--- config.mk ---
export PLATFORM = sky130hd
export DESIGN_NAME = stereo_split_ctrl
export DESIGN_NICKNAME = d
export VERILOG_FILES = /design/src/rtl/stereo_split_ctrl.sv
export SDC_FILE = /design/constraint.sdc
export NUM_CORES = 1
export LEC_CHECK = 0
export BUFFER_PORTS_ARGS = -buffer_cell sky130_fd_sc_hd__buf_2
export CORE_MARGIN = 8
export CORE_UTILIZATION = 25
export CTS_CLUSTER_DIAMETER = 150
export DETAILED_ROUTE_END_ITERATION = 8
export SLEW_MARGIN = 20
export SYNTH_ARGS = -nofsm -noshare
export SYNTH_HDL_FRONTEND = slang
export SYNTH_SLANG_ARGS = --single-unit
--- constraint.sdc ---
create_clock -name clk -period 1.95 [get_ports clk]
set_input_delay 0.39 -clock clk [delete_from_list [all_inputs] [get_ports clk]]
set_output_delay 0.39 -clock clk [all_outputs]
set_load 0.01 [all_outputs]
--- src/rtl/stereo_split_ctrl.sv ---
// Frame-lock FSM with col/row indices and left/right pair window for the side-by-side stereo split.
// Latency: dl_ce 0 cycles; col/row/pair_valid/de_d/sof/eol/line_err 1 cycle after the de_in sample.
// No backpressure: tracks the pixel clock every cycle. FRAME_CHECK_EN adds frame_err and err_cnt.
module stereo_split_ctrl #(
  parameter int IMG_W      = 64,
  parameter int IMG_H      = 64,
  parameter int HALF_IMG_W = 32
) (
  input  logic        clk,
  input  logic        rst,
  input  logic        de_in,
  input  logic        h_sync_in,
  input  logic        v_sync_in,
  output logic        dl_ce,
  output logic [10:0] col,
  output logic [9:0]  row,
  output logic        pair_valid,
  output logic        de_d,
  output logic        sof,
  output logic        eol,
  output logic        line_err,
  output logic        locked
`ifdef FRAME_CHECK_EN
  ,
  output logic        frame_err,
  output logic [7:0]  err_cnt
`endif
);

  localparam logic [10:0] W_L    = 11'(IMG_W);
  localparam logic [10:0] HALF_L = 11'(HALF_IMG_W);
  localparam logic [9:0]  ROW_MAX = 10'(IMG_H - 1);

  typedef enum logic [1:0] {
    S_IDLE,
    S_VBLANK,
    S_HBLANK,
    S_ACTIVE
  } state_t;

  state_t      state;
  state_t      state_nxt;
  logic [10:0] pix_cnt;
  logic        pix_ovf;
  logic        cnt_en;
  logic        good_end;
  logic        bad_end;
  logic        row_clr;

  // Lines are delimited by de alone; h_sync carries no counting information.
  logic        unused_h_sync;
  assign unused_h_sync = h_sync_in;

  assign locked = (state == S_HBLANK) || (state == S_ACTIVE);
  assign dl_ce  = de_in & locked;

  always_comb begin
    state_nxt = state;
    cnt_en    = 1'b0;
    good_end  = 1'b0;
    bad_end   = 1'b0;
    row_clr   = 1'b0;
    case (state)
      S_IDLE: begin
        if (v_sync_in) state_nxt = S_VBLANK;
      end
      S_VBLANK: begin
        if (!v_sync_in) begin
          row_clr = 1'b1;
          if (de_in) begin
            state_nxt = S_ACTIVE;
            cnt_en    = 1'b1;
          end else begin
            state_nxt = S_HBLANK;
          end
        end
      end
      S_HBLANK: begin
        if (v_sync_in) begin
          state_nxt = S_VBLANK;
        end else if (de_in) begin
          state_nxt = S_ACTIVE;
          cnt_en    = 1'b1;
        end
      end
      S_ACTIVE: begin
        if (!de_in) begin
          // A line is good only with exactly IMG_W pixels; overflow is sticky until de falls.
          if (pix_cnt == W_L && !pix_ovf) begin
            good_end  = 1'b1;
            state_nxt = S_HBLANK;
          end else begin
            bad_end   = 1'b1;
            state_nxt = S_IDLE;
          end
        end else if (v_sync_in) begin
          bad_end   = 1'b1;
          state_nxt = S_VBLANK;
        end else begin
          cnt_en = 1'b1;
        end
      end
      default: state_nxt = S_IDLE;
    endcase
  end

  always_ff @(posedge clk) begin
    if (rst) begin
      state      <= S_IDLE;
      pix_cnt    <= '0;
      pix_ovf    <= 1'b0;
      col        <= '0;
      row        <= '0;
      pair_valid <= 1'b0;
      de_d       <= 1'b0;
      sof        <= 1'b0;
      eol        <= 1'b0;
      line_err   <= 1'b0;
    end else begin
      state      <= state_nxt;
      de_d       <= de_in;
      eol        <= good_end;
      line_err   <= bad_end;
      pair_valid <= cnt_en & locked & (pix_cnt >= HALF_L);
      sof        <= cnt_en && (pix_cnt == 11'd0) && (row_clr || row == 10'd0);
      if (cnt_en) begin
        col <= pix_cnt;
        if (pix_cnt == W_L) pix_ovf <= 1'b1;
        else                pix_cnt <= pix_cnt + 11'd1;
      end else begin
        pix_cnt <= '0;
        pix_ovf <= 1'b0;
      end
      if (row_clr)       row <= '0;
      else if (good_end) row <= (row == ROW_MAX) ? 10'd0 : row + 10'd1;
    end
  end

`ifdef FRAME_CHECK_EN
  logic        v_sync_q;
  logic [10:0] line_cnt;
  logic        frame_bad;
  logic [8:0]  err_sum;

  // Only a frame that was tracked to its end (sitting in HBLANK) is judged.
  assign frame_bad = v_sync_in && !v_sync_q && (state == S_HBLANK) && (line_cnt != 11'(IMG_H));
  assign err_sum   = {1'b0, err_cnt} + {8'd0, bad_end} + {8'd0, frame_bad};

  always_ff @(posedge clk) begin
    if (rst) begin
      v_sync_q  <= 1'b0;
      line_cnt  <= '0;
      frame_err <= 1'b0;
      err_cnt   <= '0;
    end else begin
      v_sync_q  <= v_sync_in;
      frame_err <= frame_bad;
      if (row_clr)                          line_cnt <= '0;
      else if (good_end && line_cnt != '1)  line_cnt <= line_cnt + 11'd1;
      err_cnt <= err_sum[8] ? 8'hFF : err_sum[7:0];
    end
  end
`endif

endmodule

Word level (Yosys, flattened, before mapping)
Index checks and enable logic that the tools add are counted.

Bits in registers: 40. Input port bits: 5. Word-level logic and storage cells: 60.

$add $sub $neg: 2. $lt $le $gt $ge: 1. Eq/ne operators: 7. Mux-type cells: 21. Bitwise logic cells: 5. Reductions and logical operators: 14.

Operators by type and width (count): $mux W1 (12); $mux W2 (6); $add A11 B1 Y11 const B (1); $eq A11 B7 Y1 const B (1); $ge A11 B6 Y1 const B (1); $logic_not A11 Y1 (1); $add A10 B1 Y10 const B (1); $eq A10 B6 Y1 const B (1); $logic_not A10 Y1 (1); $mux W10 (1); $pmux W2 S4 (1); $reduce_or A2 Y1 (4); $eq A2 B2 Y1 const B (2); $and A1 B1 Y1 (3); $logic_and A1 B1 Y1 (3); $ne A3 B3 Y1 const B (1); $eq A2 B1 Y1 const B (1); $logic_not A2 Y1 (1); $logic_or A1 B1 Y1 (2); $ne A2 B2 Y1 const B (1); $not A1 Y1 (2); $pmux W1 S2 (1); $reduce_and A2 Y1 (1); $logic_not A1 Y1 (1).

Depth between registers and ports, before layout
Gate-level depths: netlist of run 1.

Depth in word-level cells: 5. Gate-level depth with buffers: 7.

Worst setup path before layout of run 1
OpenSTA, ideal clock, no wires.

Kind: reg2reg. Start point: reg state[0]. End point: reg row[6]. Library setup time: 0.070 ns. Arrival time: 1.994 ns. Slack: -0.114 ns. Stages on the path, launching flop included: 7. Path buffers: 0. Period minus slack after synthesis: 2.064 ns. Cell sequence: dfxtp_1 ha_1 or4bb_1 nor4_4 nand3_1 or3_1 a21oi_1.

Word-level cells in the longest chain between the ends: 3. Elaborated cells on any way between the ends: 5.

RTL lines: start, declared (line 41) `state_t state;`; start signal, assigned (line 120) `state <= state_nxt;`; $eq A2 B1 Y1 (line 63) `case (state)`; $mux W1 (line 63); $reduce_or A2 Y1 (no source line); end signal, assigned (line 135) `else if (good_end) row <= (row == ROW_MAX) ? 10'd0 : row + 10'd1;`; end, declared (line 16) `output logic [9:0] row,`.

Parallel ways exist; a longest one is shown, timed or not. A chain may end at the register's enable or synchronous reset.

Final worst setup path of run 1
Start point: reg pix_cnt[1]. End point: reg row[6].

Word-level cells in the longest chain between the ends: 5.

RTL lines: start, declared (line 43) `logic [10:0] pix_cnt;`; start signal, assigned (line 129) `else pix_cnt <= pix_cnt + 11'd1;`; $eq A11 B7 Y1 (line 89) `if (pix_cnt == W_L && !pix_ovf) begin`; $logic_and A1 B1 Y1 (line 89); $mux W1 (line 89); $mux W1 (line 87) `if (!de_in) begin`; $mux W1 (line 63).

Every way passes these cells.

==> reports/qor.csv, run 1 <==
stage,metric,value,unit
timing,period utilisation layout,98.3,%
yosys,synthesized cell area,1860,um2
critical_path,critical path cell sequence,inv_2 -> ha_4 -> or4b_4 -> nor4_4 -> nand3_1 -> or3_1 -> a21oi_1,
yosys,Post-synth ARST share,0,%
routing,post-route antenna net violation count,0,
power_and_ir_drop,PwrDens,657,nW/um2
yosys,XOR/XNOR share of the synthesized area,8.02,%
grt,GRT Total Usage,8.86,%
die,core box area,7210,um2
yosys,mux cell area share after synthesis,6.47,%
yosys,post-synth top area share,43.2,%
critical_path,"Data arrival, critical path",2.15,ns
critical_path,Reg-to-Reg End,row[6],
timing,Clock Skews,0.00410,ns
placement,GPL Wtd Cong,0.836,
clock_network,# H-tree levels,2,
timing,Final Hold Violating Endpoints,0,
critical_path,R2R setup slack,0.03,ns
placement,DP Worst Slack,-0.0355,ns
yosys,number of synthesized flops with an enable pin,0,
placement,IO buf count,31,
power_and_ir_drop,Static Leak,0.968,nW
critical_path,Worst setup startpoint,pix_cnt[1],
placement,Post-DP HPWL,3260,um
finish,Diodes inserted,0,
timing,final hold slack,0.470,ns
clock_network,"Reg clk slew, reported paths",0.08,ns
critical_path,RR Startpoint,pix_cnt[1],
timing,setup ws final,0.0327,ns
timing,relative slew slack,64.4,%
clock_network,clk_lat worst skew,0.29,ns
routing,final WL,4250,um
routing,iteration-0 DRC count of the detailed router,68,
clock_network,Hold Buf Count CTS,0,
finish,Area Growth Syn to Fin,31.2,%
yosys,Commonest cells post-synth,"nor2_1, dfxtp_1, nand3_1",
critical_path,slowest cell on the critical path,or4b_4,
yosys,Mapped Cells,209,
die,row count,31,
die,Die Wd,102,um
min_path,Hold Path Class,reg2reg,
flow_run,max cap viols,0,
yosys,syn nets,222,
clock_network,TritonCTS Buffers,5,
grt,antenna violations before repair,0,
critical_path,crit path max fanout,4,
timing,min cycle time layout,1.92,ns
critical_path,Worst setup endpoint,row[6],
clock_network,Clk Tree Root Cell,clkbuf_8,
yosys,post-synthesis sequential area ratio,43.2,%
yosys,Synth Area in Compound Gates,4.25,%
grt,first-pass GRT wire length,7400,um
die,Die H,102,um
routing,Vias,1582,
finish,layout cells sized above 1,29.7,%
timing,Setup-failing EPs final,0,
yosys,top post-synthesis cells by area,"dfxtp_1, nor2_1, mux2i_1, ha_1, xor2_1",
timing,RSZ-0062 raised after global routing,yes,
critical_path,Critical Path Sink Type,flip-flop,
run_status,outcome,completed,
yosys,largest area contributor in the netlist,dfxtp_1,
routing,WL per Instance,11.7,um
critical_path,Setup CP Type,reg2reg,
yosys,most numerous cell in the Yosys netlist,nor2_1,
power_and_ir_drop,maximum VDD drop,0.308,mV
yosys,Synth Area in Adders,5.39,%
grt,gr ovfl total,0,
yosys,flop and latch count out of synthesis,40,
yosys,Yosys cell types,38,
timing,worst slew pin tran,0.530,ns
critical_path,Crit path largest cell delay,0.50,ns
clock_network,CTS Buffer Depth,2,
die,Initial Util,25.7,%
yosys,Most used DFF post-synth,dfxtp_1,
finish,fin nets,275,
routing,DRC violations left,0,
yosys,post-synthesis area per instance,8.88,um2
clock_network,CTS tree,yes,
yosys,largest family of logic cells by synthesized area,simple AND/OR/NAND/NOR gates,
critical_path,"Req. time, crit path",2.18,ns
yosys,synth warn,0,
routing,DR pass1 iterations,4,
yosys,Synth Area in Simple Gates,28.9,%
grt,vias in the first global route,1548,
critical_path,R2R cell count,7,
critical_path,Setup crit start kind,flip-flop,
routing,drt via density,4.37,
die,Boundary Pins,33,
die,Die ar.,10400,um2
clock_network,clk sinks,40,
timing,max-slew violation count,0,
timing,Max Fclk,522,MHz
grt,largest net degree at the start of global routing,20,
-- cell usage in the layout, fill, tap and decap left out, drive strengths merged, types with 4 or more instances in the layout --
master and instances:
nor2 43, mux2i 12, buf 53, a21oi 5, nand2 9, xnor2 6, nand4 5, ha 8
xor2 11, nor4 7, inv 10, nand3 14, clkbuf 5, dfxtp 40, nor2b 4
-- what timing repair did --
item                                    in CTS  in global routing
gates resized for setup                      2                 10
endpoints found under the setup margin       1                 11
pin swaps                                    0                  7
cloned                                       0                  0
buffers inserted                             1                  3
-- state kept, by name, indices dropped and copies added, names as in the netlist --
signal,count
state,2
row,10
pair_valid,1
de_d,1
eol,1
col,11
pix_cnt,11
sof,1
line_err,1
pix_ovf,1
-- power by group --
| part | internal (W) | switching (W) | leakage (nW) | total (W) |
|---|---|---|---|---|
| combinational | 0.0000340 | 0.0000496 | 0.588 | 0.0000836 |
| sequential | 0.000821 | 0.00000487 | 0.325 | 0.000826 |
| clock | 0.000385 | 0.000304 | 0.0548 | 0.000690 |
-- logic make-up (layout without fill, tap and decap cells) --
logic type | count (synthesis) | in the layout
simple gates | 103 | 103
flops | 40 | 40
xor+xnor | 17 | 17
buf+inv | 16 | 70
compound gates | 13 | 13
mux | 12 | 12
fa+ha+maj | 8 | 8
-- through the flow --
| stage | setup TNS, ns | cell area, um2 | utilization, % | std cells | power [W] |
|---|---|---|---|---|---|
| global placement | -0.0333 | 2250 | 31.2 | 350 | 0.000921 |
| CTS | 0 | 2380 | 33.0 | 359 | 0.00162 |
| finish | 0 | 2430 | 33.7 | 362 | 0.00160 |
| floorplan | 0 | 1870 | - | 209 | 0.000899 |
| detailed placement | -0.0964 | 2250 | 31.2 | 350 | 0.000922 |
| global route | -0.375 | 2430 | 33.7 | 362 | 0.00167 |
-- critical path: cells and delay by family, from the launching register on --
kind | cells | cell delay [ns]
fa+ha+maj | 1 | 0.12
compound gates | 1 | 0.12
buf+inv | 1 | 0.06
simple gates | 4 | 1.22
flops | 1 | 0.33
-- layout make-up --
cell class	count	area, um2
Tap cell	99	124
Inverter	9	33.8
Timing Repair Buffer	53	320
Clock inverter	3	46.3
Sequential cell	40	811
Multi-Input combinational cell	153	1030
Fill cell	801	4780
Clock buffer	5	68.8
-- how the worst min path moves through the flow --
| stage | from | to | slack, ns | depth (start not counted) |
|---|---|---|---|---|
| final | pix_ovf | pix_ovf | 0.47 | 2 |
| after global routing | rst | col[0] | 0.48 | 2 |
| after CTS | rst | col[10] | 0.47 | 2 |
| after detailed placement | pix_ovf | pix_ovf | 0.46 | 2 |
| after global placement | pix_ovf | pix_ovf | 0.45 | 2 |
| after floorplan | pix_ovf | pix_ovf | 0.44 | 2 |
-- layer usage --
metal,share of wire (%),track usage (%)
met5,0,0
met1,47,11.2
met2,44,13.5
met3,6.8,2.93
met4,1.8,3.50
No activity file was read; power rests on OpenSTA's default activity.
==> run 2, diff against run 1 <==
--- a/config.mk
+++ b/config.mk
@@ -5,6 +5,7 @@
 export SDC_FILE = /design/constraint.sdc
 export NUM_CORES = 1
 export LEC_CHECK = 0
+export ABC_AREA = 1
 export BUFFER_PORTS_ARGS = -buffer_cell sky130_fd_sc_hd__buf_2
 export CORE_MARGIN = 8
 export CORE_UTILIZATION = 25
==> run 2 against run 1 <==
Via count is 15% higher; wire length grew 9.7%; power is 11% higher; setup slack better by 0.15 ns; final cell count rose by 15%; flip-flop and latch count stayed put; sequential power rose by 4.1%; fmax grew 8.2%; critical endpoint is now dl_ce; largest cell class unchanged; largest power group unchanged.
==> reports/qor.csv, run 2 <==
stage,metric,value,unit
finish,layout cells sized above 1,16.8,%
placement,GPL Wtd Cong,0.809,
critical_path,"Req. time, crit path",1.56,ns
finish,Post-Layout Inst Area,2360,um2
yosys,post-synthesis sequential area ratio,41.0,%
grt,antenna violations before repair,0,
clock_network,Clk Tree Root Cell,clkbuf_8,
critical_path,critical path cell sequence,ha_1 -> nor2_2 -> nor2_1 -> buf_2,
critical_path,cell family with most CP delay,flip-flops,
critical_path,Worst Path Buf+Inv,1,
finish,Final Non-Filler Cells,417,
timing,period utilisation layout,90.9,%
die,Die ar.,10900,um2
min_path,Hold Path Class,in2reg,
finish,"commonest non-fill, non-tap cell in the layout",nand2_1,
clock_network,TritonCTS Buffers,5,
critical_path,RR Startpoint,state[0],
yosys,post-synth top area share,41.0,%
die,row count,32,
yosys,Mapped Cells,276,
timing,relative slew slack,74.8,%
yosys,Most used DFF post-synth,dfxtp_1,
power_and_ir_drop,P_int,0.00131,W
run_status,outcome,completed,
yosys,flop and latch count out of synthesis,40,
yosys,synth warn,0,
critical_path,Crit path largest cell delay,0.41,ns
routing,WL per Instance,11.2,um
timing,max-slew violation count,0,
clock_network,clk sinks,40,
power_and_ir_drop,maximum VDD drop,0.340,mV
timing,RSZ-0062 raised after global routing,no,
finish,Final Util,30.9,%
finish,Area Growth Syn to Fin,21.0,%
grt,first-pass GRT wire length,8180,um
yosys,Post-synth ARST share,0,%
power_and_ir_drop,Switch Pwr,0.000470,W
timing,Max Fclk,564,MHz
timing,final hold slack,0.330,ns
power_and_ir_drop,clock power share,39.4,%
timing,setup TNS,0,ns
die,Boundary Pins,33,
placement,IO buf count,31,
critical_path,Reg-to-Reg End,sof,
routing,post-route antenna net violation count,0,
placement,Post-DP HPWL,3650,um
grt,gr ovfl total,0,
power_and_ir_drop,Comb pwr share,12.1,%
clock_network,CTS Buffer Depth,2,
critical_path,crit path max fanout,6,
min_path,WHS Endpoint,state[0],
power_and_ir_drop,PwrDens,751,nW/um2
finish,Multi-input gate area,1000,um2
timing,min cycle time layout,1.77,ns
yosys,synthesized cell area,1950,um2
yosys,post-synthesis area per instance,7.08,um2
critical_path,"Data arrival, critical path",1.38,ns
clock_network,"Reg clk slew, reported paths",0.09,ns
timing,worst slew pin tran,0.374,ns
min_path,Hold Path Origin,rst,
flow_run,max cap viols,0,
timing,Final Hold Violating Endpoints,0,
yosys,largest area contributor in the netlist,dfxtp_1,
routing,final WL,4660,um
critical_path,Critical Path Sink Type,output port,
yosys,Yosys cell types,27,
finish,register cell area after layout,801,um2
power_and_ir_drop,Reg power frac,48.4,%
placement,placed insts,409,
critical_path,Setup CP Type,reg2out,
min_path,hold path depth,2,
yosys,top post-synthesis cells by area,"dfxtp_1, nand2_1, a21oi_1, nor2_1, inv_1",
routing,drt via density,4.36,
power_and_ir_drop,Static Leak,1.02,nW
critical_path,Worst setup startpoint,state[0],
finish,fill cell count,829,
finish,Diodes inserted,0,
clock_network,clk_lat worst skew,0.30,ns
yosys,number of synthesized flops with an enable pin,0,
critical_path,Setup crit start kind,flip-flop,
grt,vias in the first global route,1851,
power_and_ir_drop,sw frac,26.5,%
die,Die H,104,um
grt,largest net degree at the start of global routing,23,
die,Initial Util,25.6,%
die,core box area,7650,um2
finish,fin nets,327,
yosys,most numerous cell in the Yosys netlist,nand2_1,
grt,GRT Total Usage,8.98,%
yosys,Commonest cells post-synth,"nand2_1, dfxtp_1, nor2_1",
routing,iteration-0 DRC count of the detailed router,74,
timing,Clock Skews,0.0110,ns
timing,Setup-failing EPs final,0,
critical_path,R2R setup slack,0.24,ns
die,Die Wd,104,um
finish,Largest regs,"col x11, pix_cnt x11, row x10",
routing,DRC violations left,0,
yosys,syn nets,289,
finish,most frequent cells in the layout,"nand2_1, dfxtp_1, nor2_1",
routing,Vias,1817,
critical_path,slowest cell on the critical path,dfxtp_1,
routing,DR pass1 iterations,4,
clock_network,CTS tree,yes,
critical_path,R2R cell count,7,
clock_network,# H-tree levels,2,
placement,Post-DP Area,2250,um2
==> run 2: cell count changes after synthesis, sizes merged, moves of 3 or more <==
| cell | change |
|---|---|
| nand2 | +41 |
| inv | +27 |
| a21oi | +25 |
| o21ai | +22 |
| mux2i | -12 |
| xor2 | -9 |
| nand3 | +7 |
| nor3 | +6 |
| nor4 | -6 |
| nor2b | -4 |
| xnor2 | -4 |
| nand2b | -3 |
==> run 2: power groups by stage <==
stage	combinational, W	clock (W)	sequential, W
global placement	0.000213	0	0.000878
floorplan	0.000142	0	0.000887
CTS	0.000216	0.000725	0.000861
detailed placement	0.000215	0	0.000880
finish	0.000216	0.000700	0.000860
global route	0.000243	0.000757	0.000865
==> run 2: routing by layer <==
layer	part of all wire (%)	GRT usage (%)
met1	50	10.7
met2	45	14.8
met3	3.3	2.42
met4	1.3	3.83
met5	0	0
==> run 2: kinds of logic after synthesis <==
| kind of cell | synth area share, % |
|---|---|
| flip-flops | 41.0 |
| XOR/XNOR | 1.79 |
| adder cells (fa/ha/maj) | 5.12 |
| AND/OR/NAND/NOR | 29.5 |
| buffers and inverters | 8.00 |
| AO/OA/AOI/OAI | 14.6 |
==> run 2: layout make-up <==
class / instances / area share [%]
Clock buffer: 5 / 2.91
Clock inverter: 3 / 2.01
Inverter: 36 / 5.71
Multi-Input combinational cell: 196 / 42.3
Sequential cell: 40 / 33.9
Tap cell: 102 / 5.40
Timing Repair Buffer: 35 / 7.83
==> run 2: worst max-delay path by stage <==
stage                     cells past startpoint           to
after floorplan                               8  pix_cnt[10]
after detailed placement                      7          sof
after CTS                                     5       locked
after global placement                        7          sof
final                                         4        dl_ce
after global routing                          7          sof
==> run 2: repair_timing <==
| action | in CTS | in global routing |
|---|---|---|
| gates resized for setup | 0 | 1 |
| setup endpoints to repair | 0 | 1 |
| hold buffers | 0 | 0 |
| buffers inserted | 0 | 0 |
==> run 2: per-stage QoR <==
| stage | total power [W] | worst slack, ns |
|---|---|---|
| finish | 0.00178 | 0.178 |
| global route | 0.00186 | 0.0672 |
| CTS | 0.00180 | 0.0742 |
| detailed placement | 0.00109 | 0.281 |
| global placement | 0.00109 | 0.312 |
| floorplan | 0.00103 | 0.525 |
==> run 3, diff against run 2 <==
--- a/config.mk
+++ b/config.mk
@@ -7,6 +7,7 @@
 export LEC_CHECK = 0
 export ABC_AREA = 1
 export BUFFER_PORTS_ARGS = -buffer_cell sky130_fd_sc_hd__buf_2
+export CORE_ASPECT_RATIO = 2
 export CORE_MARGIN = 8
 export CORE_UTILIZATION = 25
 export CTS_CLUSTER_DIAMETER = 150
==> run 3 against run 2 <==
Critical endpoint unchanged; final area increased by 1.2%; largest cell class unchanged; die area grew 1.6%; non-clock buffer count up 1.
==> reports/qor.csv, run 3 (same netlist as run 2, synthesis figures left out) <==
stage,metric,value,unit
grt,gr ovfl total,0,
finish,Area Growth Syn to Fin,22.5,%
die,Die H,141,um
routing,Vias,1846,
routing,post-route antenna net violation count,0,
die,core box area,7600,um2
timing,RSZ-0062 raised after global routing,no,
critical_path,R2R cell count,7,
clock_network,# H-tree levels,2,
die,Die ar.,11100,um2
critical_path,R2R setup slack,0.27,ns
clock_network,CTS Buffer Depth,2,
finish,Final Util,31.5,%
clock_network,CTS tree,yes,
placement,GPL Wtd Cong,0.801,
critical_path,Reg-to-Reg End,row[0],
run_status,outcome,completed,
grt,antenna violations before repair,0,
die,row count,45,
routing,drt via density,4.50,
timing,min cycle time layout,1.81,ns
clock_network,"Gates resized, CTS repair",0,
finish,"commonest non-fill, non-tap cell in the layout",nand2_1,
critical_path,crit path max fanout,9,
routing,DRC violations left,0,
clock_network,post-CTS setup repair buffer count,0,
grt,largest net degree at the start of global routing,17,
clock_network,clk_lat worst skew,0.29,ns
timing,Final Hold Violating Endpoints,0,
routing,iteration-0 DRC count of the detailed router,187,
grt,first-pass GRT wire length,8370,um
critical_path,Setup CP Type,reg2out,
min_path,Hold Path Class,in2reg,
flow_run,max cap viols,0,
clock_network,Clk Tree Root Cell,clkbuf_16,
min_path,hold path depth,2,
finish,Largest regs,"col x11, pix_cnt x11, row x10",
routing,DR pass1 iterations,6,
timing,Setup-failing EPs final,0,
timing,final hold slack,0.356,ns
finish,fin nets,328,
routing,final WL,5100,um
critical_path,Critical Path Sink Type,output port,
critical_path,"Req. time, crit path",1.56,ns
clock_network,"Reg clk slew, reported paths",0.05,ns
die,Initial Util,25.7,%
placement,IO buf count,31,
grt,GRT Total Usage,9.51,%
power_and_ir_drop,maximum VDD drop,0.313,mV
clock_network,TritonCTS Buffers,5,
min_path,WHS Endpoint,state[1],
timing,Max Fclk,551,MHz
timing,setup ws final,0.136,ns
clock_network,Hold Buf Count CTS,0,
critical_path,"Data arrival, critical path",1.42,ns
die,Die Wd,78.5,um
finish,Diodes inserted,0,
grt,vias in the first global route,1781,
die,Boundary Pins,33,
timing,period utilisation layout,93.0,%
routing,WL per Instance,12.4,um
clock_network,clk sinks,40,
power_and_ir_drop,PwrDens,802,nW/um2
timing,worst slew pin tran,0.506,ns
placement,DP Worst Slack,0.151,ns
finish,most frequent cells in the layout,"nand2_1, dfxtp_1, nor2_1",
finish,layout cells sized above 1,16.5,%
critical_path,Setup crit start kind,flip-flop,
power_and_ir_drop,Static Leak,1.04,nW
timing,relative slew slack,66.0,%
min_path,Hold Path Origin,rst,
timing,max-slew violation count,0,
timing,Clock Skews,0.00653,ns
timing,setup TNS,0,ns
placement,Post-DP HPWL,4000,um
critical_path,RR Startpoint,pix_cnt[0],
run 3: cell types whose count changed in the layout (fill, tap and decap cells not counted), sizes merged:
cell      before  now
buf           35   36
clkinvlp       0    1
clkbuf         5    7
clkinv         2    0
bufinv         1    0
run 3: power by group:
group	internal [W]	leakage, nW	switching [W]
Combinational	0.0000783	0.643	0.000140
Sequential	0.000845	0.323	0.0000193
Clock	0.000509	0.0701	0.000327
run 3: routing by layer:
| metal | global-route usage [%] | up-vias | share of wire, % | wire length, um |
|---|---|---|---|---|
| met3 | 2.48 | 8 | 4.9 | 250 |
| li1 | - | 978 | - | - |
| met4 | 6.00 | 0 | 2.5 | 130 |
| met1 | 8.60 | 824 | 37 | 1870 |
| met2 | 17.8 | 36 | 56 | 2850 |
| met5 | 0 | - | 0 | 0 |
run 3: worst max-delay path by stage:
stage	start	endpoint	cells past startpoint
floorplan	state[0]	pix_cnt[10]	8
global placement	state[0]	pix_cnt[1]	8
detailed placement	state[0]	pix_cnt[1]	8
CTS	state[0]	dl_ce	5
global route	state[0]	dl_ce	5
finish	state[0]	dl_ce	5
run 3: area by class of cell:
class                           instances  area [um2]
Sequential cell                        40         801
Fill cell                             841        5210
Clock buffer                            7         143
Multi-Input combinational cell        196         997
Tap cell                               94         118
Inverter                               36         135
Clock inverter                          1        7.51
Timing Repair Buffer                   36         193
run 3: worst max-delay path: stages (launching register included):
cell and delay (ns):
dfxtp_1 0.34, ha_1 0.23, buf_4 0.17, nor2_1 0.18, nor2_1 0.07, buf_2 0.14
run 3: per-stage QoR:
stage          total power (W)  instance area (um2)  cells
5_1_grt                0.00201                 2390    410
3_3_place_gp           0.00109                 2230    400
3_5_place_dp           0.00110                 2230    400
4_1_cts                0.00195                 2380    408
6_report               0.00192                 2390    410
2_1_floorplan          0.00103                 1950    276
